## config.mk

```make
export PLATFORM = sky130hd
export DESIGN_NAME = hazard_unit
export DESIGN_NICKNAME = d
export VERILOG_FILES = /design/src/rtl/hazard_unit_pkg.sv /design/src/rtl/hazard_unit_match.sv /design/src/rtl/hazard_unit.sv
export SDC_FILE = /design/constraint.sdc
export NUM_CORES = 1
export LEC_CHECK = 0
export CAP_MARGIN = 15
export CORE_MARGIN = 10
export CORE_UTILIZATION = 33
export CTS_CLUSTER_SIZE = 8
export DETAILED_ROUTE_END_ITERATION = 10
export DONT_BUFFER_PORTS = 1
export GPL_ROUTABILITY_DRIVEN = 0
export PLACE_DENSITY_LB_ADDON = 0.15
export SLEW_MARGIN = 20
export SYNTH_ARGS = -nofsm -noshare
export SYNTH_HDL_FRONTEND = slang
export SYNTH_HIERARCHICAL = 1
export SYNTH_SLANG_ARGS = --single-unit
```

## constraint.sdc

```tcl
create_clock -name clk -period 2.6 [get_ports clk]
set_input_delay 0.39 -clock clk [delete_from_list [all_inputs] [get_ports clk]]
set_output_delay 0.39 -clock clk [all_outputs]
set_load 0.005 [all_outputs]
```

## src/rtl/hazard_unit_pkg.sv

```systemverilog
// Shared CPU definitions used by the hazard unit: opcode constants, forwarding
// select encodings, tracker entry layout and opcode classification helpers.
package hazard_unit_pkg;

  localparam logic [6:0] OP_OP     = 7'h33;
  localparam logic [6:0] OP_IMM    = 7'h13;
  localparam logic [6:0] OP_LOAD   = 7'h03;
  localparam logic [6:0] OP_LUI    = 7'h37;
  localparam logic [6:0] OP_AUIPC  = 7'h17;
  localparam logic [6:0] OP_JAL    = 7'h6F;
  localparam logic [6:0] OP_JALR   = 7'h67;
  localparam logic [6:0] OP_STORE  = 7'h23;
  localparam logic [6:0] OP_BRANCH = 7'h63;

  typedef enum logic [1:0] {
    FWD_RF  = 2'b00,
    FWD_WB  = 2'b01,
    FWD_MEM = 2'b10
  } fwd_sel_e;

  typedef struct packed {
    logic       valid;
    logic [4:0] rd;
    logic       is_load;
  } trk_entry_t;

  function automatic logic writes_rd(input logic [6:0] op);
    return (op == OP_OP)  || (op == OP_IMM)   || (op == OP_LOAD) ||
           (op == OP_LUI) || (op == OP_AUIPC) || (op == OP_JAL)  ||
           (op == OP_JALR);
  endfunction

  function automatic logic reads_rs1(input logic [6:0] op);
    return (op == OP_OP)    || (op == OP_IMM)    || (op == OP_LOAD) ||
           (op == OP_STORE) || (op == OP_BRANCH) || (op == OP_JALR);
  endfunction

  function automatic logic reads_rs2(input logic [6:0] op);
    return (op == OP_OP) || (op == OP_STORE) || (op == OP_BRANCH);
  endfunction

endpackage

```

## src/rtl/hazard_unit_match.sv

```systemverilog
// Compares one ID source register against one tracker entry; x0 never matches.
module hazard_match (
  input  logic       src_used,
  input  logic [4:0] src_addr,
  input  logic       ent_valid,
  input  logic [4:0] ent_rd,
  output logic       hit
);

  assign hit = src_used && (src_addr != 5'd0) && ent_valid && (ent_rd == src_addr);

endmodule

```

## src/rtl/hazard_unit.sv

```systemverilog
// Pipeline hazard unit: tracks EX/MEM/WB destinations, raises load-use stalls
// and redirect flushes, and registers operand forwarding for the issuing op.
module hazard_unit
  import hazard_unit_pkg::*;
#(
  parameter int CNT_W = 16
) (
  input  logic             clk,
  input  logic             rst,
  input  logic             id_valid,
  input  logic [6:0]       id_opcode,
  input  logic [4:0]       id_rd,
  input  logic [4:0]       id_rs1,
  input  logic [4:0]       id_rs2,
  input  logic             ex_redirect,
  output logic             stall_if,
  output logic             flush_id,
  output logic             bubble_ex,
  output logic [1:0]       fwd_a,
  output logic [1:0]       fwd_b,
  output logic [CNT_W-1:0] stall_cnt,
  output logic [CNT_W-1:0] flush_cnt
);

  trk_entry_t ex_q, ex_d, mem_q, wb_q;
  logic [1:0] fwd_a_q, fwd_a_d, fwd_b_q, fwd_b_d;
  logic [CNT_W-1:0] stall_cnt_q, stall_cnt_d, flush_cnt_q, flush_cnt_d;

  logic use_a, use_b;
  logic [2:0] hit_a, hit_b;   // index 0 = EX, 1 = MEM, 2 = WB
  trk_entry_t ent [3];
  logic load_use;

  assign use_a = id_valid && reads_rs1(id_opcode);
  assign use_b = id_valid && reads_rs2(id_opcode);

  assign ent[0] = ex_q;
  assign ent[1] = mem_q;
  assign ent[2] = wb_q;

  for (genvar g = 0; g < 3; g++) begin : g_match
    hazard_match u_match_a (
      .src_used  (use_a),
      .src_addr  (id_rs1),
      .ent_valid (ent[g].valid),
      .ent_rd    (ent[g].rd),
      .hit       (hit_a[g])
    );
    hazard_match u_match_b (
      .src_used  (use_b),
      .src_addr  (id_rs2),
      .ent_valid (ent[g].valid),
      .ent_rd    (ent[g].rd),
      .hit       (hit_b[g])
    );
  end

  assign load_use = ex_q.is_load && (hit_a[0] || hit_b[0]);

  // WB-only matches stay on the regfile path: it writes before it reads.
  function automatic logic [1:0] fwd_pick(input logic [2:0] hits);
    if (hits[0])      return FWD_MEM;
    else if (hits[1]) return FWD_WB;
    else if (hits[2]) return FWD_RF;
    else              return FWD_RF;
  endfunction

  always_comb begin
    stall_if  = 1'b0;
    flush_id  = 1'b0;
    bubble_ex = 1'b0;
    if (!rst) begin
      flush_id  = ex_redirect;
      bubble_ex = ex_redirect || load_use;
      stall_if  = load_use && !ex_redirect;
    end
  end

  always_comb begin
    ex_d        = '0;
    fwd_a_d     = FWD_RF;
    fwd_b_d     = FWD_RF;
    stall_cnt_d = stall_cnt_q + CNT_W'(stall_if);
    flush_cnt_d = flush_cnt_q + CNT_W'(flush_id);
    if (id_valid && !bubble_ex) begin
      ex_d.valid   = writes_rd(id_opcode);
      ex_d.rd      = id_rd;
      ex_d.is_load = (id_opcode == OP_LOAD);
      fwd_a_d      = fwd_pick(hit_a);
      fwd_b_d      = fwd_pick(hit_b);
    end
  end

  always_ff @(posedge clk or posedge rst) begin
    if (rst) begin
      ex_q        <= '0;
      mem_q       <= '0;
      wb_q        <= '0;
      fwd_a_q     <= FWD_RF;
      fwd_b_q     <= FWD_RF;
      stall_cnt_q <= '0;
      flush_cnt_q <= '0;
    end else begin
      ex_q        <= ex_d;
      mem_q       <= ex_q;
      wb_q        <= mem_q;
      fwd_a_q     <= fwd_a_d;
      fwd_b_q     <= fwd_b_d;
      stall_cnt_q <= stall_cnt_d;
      flush_cnt_q <= flush_cnt_d;
    end
  end

  assign fwd_a     = fwd_a_q;
  assign fwd_b     = fwd_b_q;
  assign stall_cnt = stall_cnt_q;
  assign flush_cnt = flush_cnt_q;

endmodule

```

==> reports/qor.yml, run 1 <==
fmax_mhz: 415
syn2layout_area_growth_pct: 14.9
hold_viol: 0
antenna_found_initial: 0
cts.sinks: 49
diodes: 0
vias: 1482
tns_ps: 0
arrival_ps: 2590
core_um2: 6760
cts_buffers: 5
seqCellArea_um2: 1230
slew_viol_final: 0
synth_top_family_by_area: "simple AND/OR/NAND/NOR gates"
power.density_nw_per_um2: 577
synth_top_area_share: 0.538
synth-simple-area-share: 0.212
max_cap_violations: 0
io_buffer_count: 0
hpwl_mm: 4.09
slowest_stage: "a2111oi_4"
design_area_um2: 2620
multi_input_area_um2: 1060
path_cells: "nand4b_1 -> a2111oi_4 -> o2111ai_1 -> nor3b_2 -> o21ai_1 -> nor3_2 -> ha_2 -> ha_1 -> nand3_2 -> nor2_4 -> nand3_1 -> xnor2_1"
die_area_um2: 10600
fillCellCount: 657
synth-xor-area-share: 0.169
muxShareOfSynthArea: 0
synth_edf_count: 0
path_clk_slew_ps: 90
syn_nets: 228
grt_pass1_wl_mm: 8.25
ys_seq_area_frac: 0.538
synth_fa_ha_area_frac: 0.0275
period_minus_slack_ps: 2410
synth_top_cell_by_area: "dfrtp_1"
grt-ovfl-total: 0
worstSetupPathType: "input port to register"
slew_headroom: 0.629
run_status: "finished clean"
initial_utilization: 0.337
critPathTopFamily: "simple AND/OR/NAND/NOR gates"
cp_data_required_time_ps: 2780
syn_inst: 197
fin_skew_ps: 2.19
wl_per_cell_um: 17.4
yosysMostFrequentCell: "dfrtp_1"
synth-seq-cells: 49
drtIter0Drc: 29
cp-end-kind: "register"
gr-usage-all-layers: 0.101
cpPeakStageDelay_ps: 250
cts_htree_levels: 2
ys_warn_count: 6
grt_start_max_net_pins: 27
drive_gt1_frac: 0.171
synth.avg_cell_area_um2: 11.6
power.total_w: 0.00151
vias_per_cell: 4.99
grt_pass1_vias: 1567
ys_top_cells_by_count: "49 x dfrtp_1, 38 x xnor2_1, 16 x nand3_1"
netlist_area_um2: 2280
synth.distinct_cells: 32
cp_max_fo: 5
dpl_cell_area_um2: 2480
cts_buffer_depth: 2
power.leakage_nw: 1.17
holdWs_ps: 17.2
synth-compound-area-share: 0.0379
ir_drop_v: 0.000199
place_ws_ps: -204
ant_nets: 0
fin_ws_ps: 193
ys.flop_type: "dfrtp_1"
path_buf_inv: 0
fin_crit_sh: 0.926
ios: 65
r2r_slack_ps: 210
wl_mm: 5.16
fp.dieH_um: 103
hold_class: "input port to asynchronous set/reset pin"
cts-root-buf: "clkbuf_8"
firstDrtPassIters: 4
clkLatencyLatePin_ps: 290
final_nets: 247
finalSetupViolCount: 0
tritoncts: "yes"
tightest_slew_ps: 555
async_flop_share: 1.00
drc: 0
ys_top_cells_by_area: "dfrtp_1 54%, xnor2_1 15%, nand3_1 3.5%, ha_1 2.7%, xor2_1 2.3%"
cp-start-kind: "input port"
std_cell_rows: 30
die_width_um: 103
rsz0062_at_grt: "no"
-- repair_timing --
action                                  CTS  global route
buffers inserted                          0             2
gates resized for setup                   0             3
endpoints found under the setup margin    0             5
hold buffers                              0             0
-- power by group --
| part | switching, W | total [W] | internal, W |
|---|---|---|---|
| combinational | 0.0000615 | 0.000128 | 0.0000661 |
| sequential | 0.0000805 | 0.000894 | 0.000813 |
| clock | 0.000249 | 0.000490 | 0.000241 |
| total | 0.000391 | 0.00151 | 0.00112 |
-- placed cells by master, fill, tap and decap left out, drive strengths merged, types with 7 or more instances in the layout --
cell type / instances
dfrtp: 49
xnor2: 38
nand3: 17
buf: 13
nand2: 9
and2: 9
and3: 8
clkbuf: 7
inv: 7
nor2: 7
-- metal layers --
layer | wire length [um] | part of all wire | vias to the layer above | global-route usage
met3 | 500 | 0.097 | 2 | 0.0469
met5 | 0 | 0 | - | 0
met1 | 2130 | 0.41 | 718 | 0.115
met2 | 2500 | 0.48 | 44 | 0.164
li1 | - | - | 718 | -
met4 | 30 | 0.0058 | 0 | 0.0289
-- area by class of cell --
class                      count  share of cell area
clock buffer                   7              0.0368
clock inverter                 1             0.00191
inverter                       8              0.0115
multi-input combinational    139               0.406
timing repair buffer          13              0.0373
sequential                    49               0.468
tap                           80              0.0382
-- worst paths after layout --
check / depth (start not counted) / endpoint / start
setup / recovery: 12 / stall_cnt[12]$_DFF_PP0_ / id_opcode[3]
hold / removal: 1 / flush_cnt[0]$_DFF_PP0_ / rst
setup reg to reg: 11 / stall_cnt[12]$_DFF_PP0_ / ent[15]$_DFF_PP0_
hold reg to reg: 0 / ent[13]$_DFF_PP0_ / ent[20]$_DFF_PP0_
max in group asynchronous: 2 / ent[18]$_DFF_PP0_ / rst
min in group clk: 1 / ent[18]$_DFF_PP0_ / id_rd[3]
-- metrics by stage --
step	util	std cells
floorplan	-	197
global placement	0.367	287
detailed placement	0.367	287
CTS	0.382	295
global route	0.388	297
finish	0.388	297
-- state kept, by name, indices dropped and copies added (netlist names) --
name / cells
fwd_b: 2
stall_cnt: 16
fwd_a: 2
ent: 13
flush_cnt: 16
-- kinds of logic (layout without fill, tap and decap cells) --
group / Yosys count / after routing
XOR/XNOR: 44 / 44
adder cells (fa/ha/maj): 5 / 5
AND/OR/NAND/NOR: 77 / 77
buffers and inverters: 9 / 29
AO/OA/AOI/OAI: 13 / 13
flip-flops: 49 / 49
No activity file was read; power rests on OpenSTA's default activity.
==> run 2: changes to the inputs <==
--- a/config.mk
+++ b/config.mk
@@ -12,6 +12,7 @@
 export DETAILED_ROUTE_END_ITERATION = 10
 export DONT_BUFFER_PORTS = 1
 export GPL_ROUTABILITY_DRIVEN = 0
+export GPL_TIMING_DRIVEN = 0
 export PLACE_DENSITY_LB_ADDON = 0.15
 export SLEW_MARGIN = 20
 export SYNTH_ARGS = -nofsm -noshare
==> run 2 against run 1 <==
  * Register-to-register slack got worse by 40 ps
  * Final area fell by 1.1%
  * Combinational power barely moved
  * Routed wire length fell by 2.7%
  * Fmax fell by 1.3%
  * Critical path type unchanged
  * Die area did not move
  * Via count fell by 2.2%
  * Largest cell class unchanged
==> reports/qor.yml, run 2 (same netlist as run 1, synthesis figures left out) <==
drive_gt1_frac: 0.147
layout_common_cells: "49 x dfrtp_1, 38 x xnor2_1, 15 x nand3_1"
hold_class: "input port to asynchronous set/reset pin"
run_status: "finished clean"
cp-start-kind: "input port"
cts_buffers: 5
pwr-share-comb: 0.086
cp_max_fo: 5
fp.dieH_um: 103
clkLatencyLatePin_ps: 290
drtIter0Drc: 28
ant_nets: 0
wl_mm: 5.02
mostFrequentLayoutCell: "dfrtp_1"
vias_per_cell: 4.98
arrival_ps: 2620
std_cell_rows: 30
core_um2: 6760
cp-end-kind: "register"
fin_crit_sh: 0.938
tns_ps: 0
ir_drop_v: 0.000167
p_sw_frac: 0.263
cts-root-buf: "clkbuf_8"
cts_htree_levels: 2
max_cap_violations: 0
dpl_cell_area_um2: 2420
tritoncts: "yes"
die_area_um2: 10600
cp_data_required_time_ps: 2780
worstSetupPathType: "input port to register"
slew_viol_final: 0
fin_skew_ps: 6.92
hold_viol: 0
clkPwrFrac: 0.297
power_frac_seq: 0.617
initial_utilization: 0.337
diodes: 0
io_buffer_count: 0
power.leakage_nw: 1.13
grt_start_max_net_pins: 28
slew_headroom: 0.654
power.internal_w: 0.00106
cts.sinks: 49
tightest_slew_ps: 518
grt_pass1_vias: 1505
utilization: 0.384
rsz0062_at_grt: "yes"
design_area_um2: 2590
netSwitchingPower_w: 0.000380
finalNonFillerCells: 291
power.total_w: 0.00144
postCtsHoldBufs: 0
period_minus_slack_ps: 2440
power.density_nw_per_um2: 557
path_clk_slew_ps: 90
fmax_mhz: 410
drc: 0
final_nets: 241
firstDrtPassIters: 4
ios: 65
wl_per_cell_um: 17.3
post-place-cells: 278
syn2layout_area_growth_pct: 13.7
finalSetupViolCount: 0
grt_pass1_wl_mm: 8.09
antenna_found_initial: 0
vias: 1450
cts_buffer_depth: 2
grt-ovfl-total: 0
hpwl_mm: 3.89
gr-usage-all-layers: 0.0991
die_width_um: 103
[run 2: changes by cell type in the layout (fill, tap and decap cells not counted), sizes merged]
cell    change
buf         -6
clkinv      +1
clkbuf      -1
[run 2: area by class of cell]
| cell class | count | area (um2) |
|---|---|---|
| buffer | 1 | 5.00 |
| clock buffer | 6 | 72.6 |
| clock inverter | 2 | 10.0 |
| fill | 651 | 4170 |
| inverter | 8 | 30.0 |
| multi-input combinational | 139 | 1090 |
| sequential | 49 | 1230 |
| tap | 80 | 100 |
| timing repair buffer | 6 | 57.6 |
[run 2: routing by layer]
| layer | up-vias | routed length, um | GRT usage |
|---|---|---|---|
| met3 | 5 | 534 | 0.0523 |
| met1 | 690 | 2020 | 0.112 |
| li1 | 706 | - | - |
| met2 | 49 | 2410 | 0.158 |
| met5 | - | 0 | 0 |
| met4 | 0 | 60 | 0.0321 |
[run 2: worst max-delay path, stage by stage]
cell and delay [ps]:
nand4b_1 230, a2111oi_4 290, o2111ai_2 170, nor3b_2 290
o21ai_2 110, nor3_4 240, ha_2 270, ha_4 150
nand3_4 90, nor2_4 150, nand3_1 100, xnor2_1 140
[run 2: final timing paths]
path,from,endpoint,slack [ps],depth (start not counted)
min,rst,flush_cnt[11]$_DFF_PP0_,5,1
min in group clk,id_rd[4],ent[19]$_DFF_PP0_,220,1
max,id_opcode[3],stall_cnt[8]$_DFF_PP0_,160,12
min reg2reg,ent[20]$_DFF_PP0_,ent[13]$_DFF_PP0_,440,0
max in group asynchronous,rst,fwd_b[0]$_DFF_PP0_,2070,2
max reg2reg,ent[15]$_DFF_PP0_,stall_cnt[8]$_DFF_PP0_,170,11
[run 2: metrics by stage]
stage	hold slack (ps)	worst slack (ps)
detailed placement	349	-615
CTS	13.8	13.8
floorplan	374	22.1
global placement	406	-590
finish	4.66	161
global route	29.9	-22.2
[run 2: timing repair]
item / CTS / global route
pin swaps: 2 / 1
hold endpoints to repair: 0 / 0
gates resized for setup: 3 / 4
setup buffers: 1 / 4
endpoints found under the setup margin: 8 / 5
[run 2: power groups by stage]
stage               clock, W  sequential (W)  combinational (W)
finish              0.000429        0.000891           0.000125
global route        0.000492        0.000904           0.000146
global placement           0        0.000910           0.000121
floorplan                  0        0.000888           0.000104
detailed placement         0        0.000910           0.000128
CTS                 0.000466        0.000895           0.000128
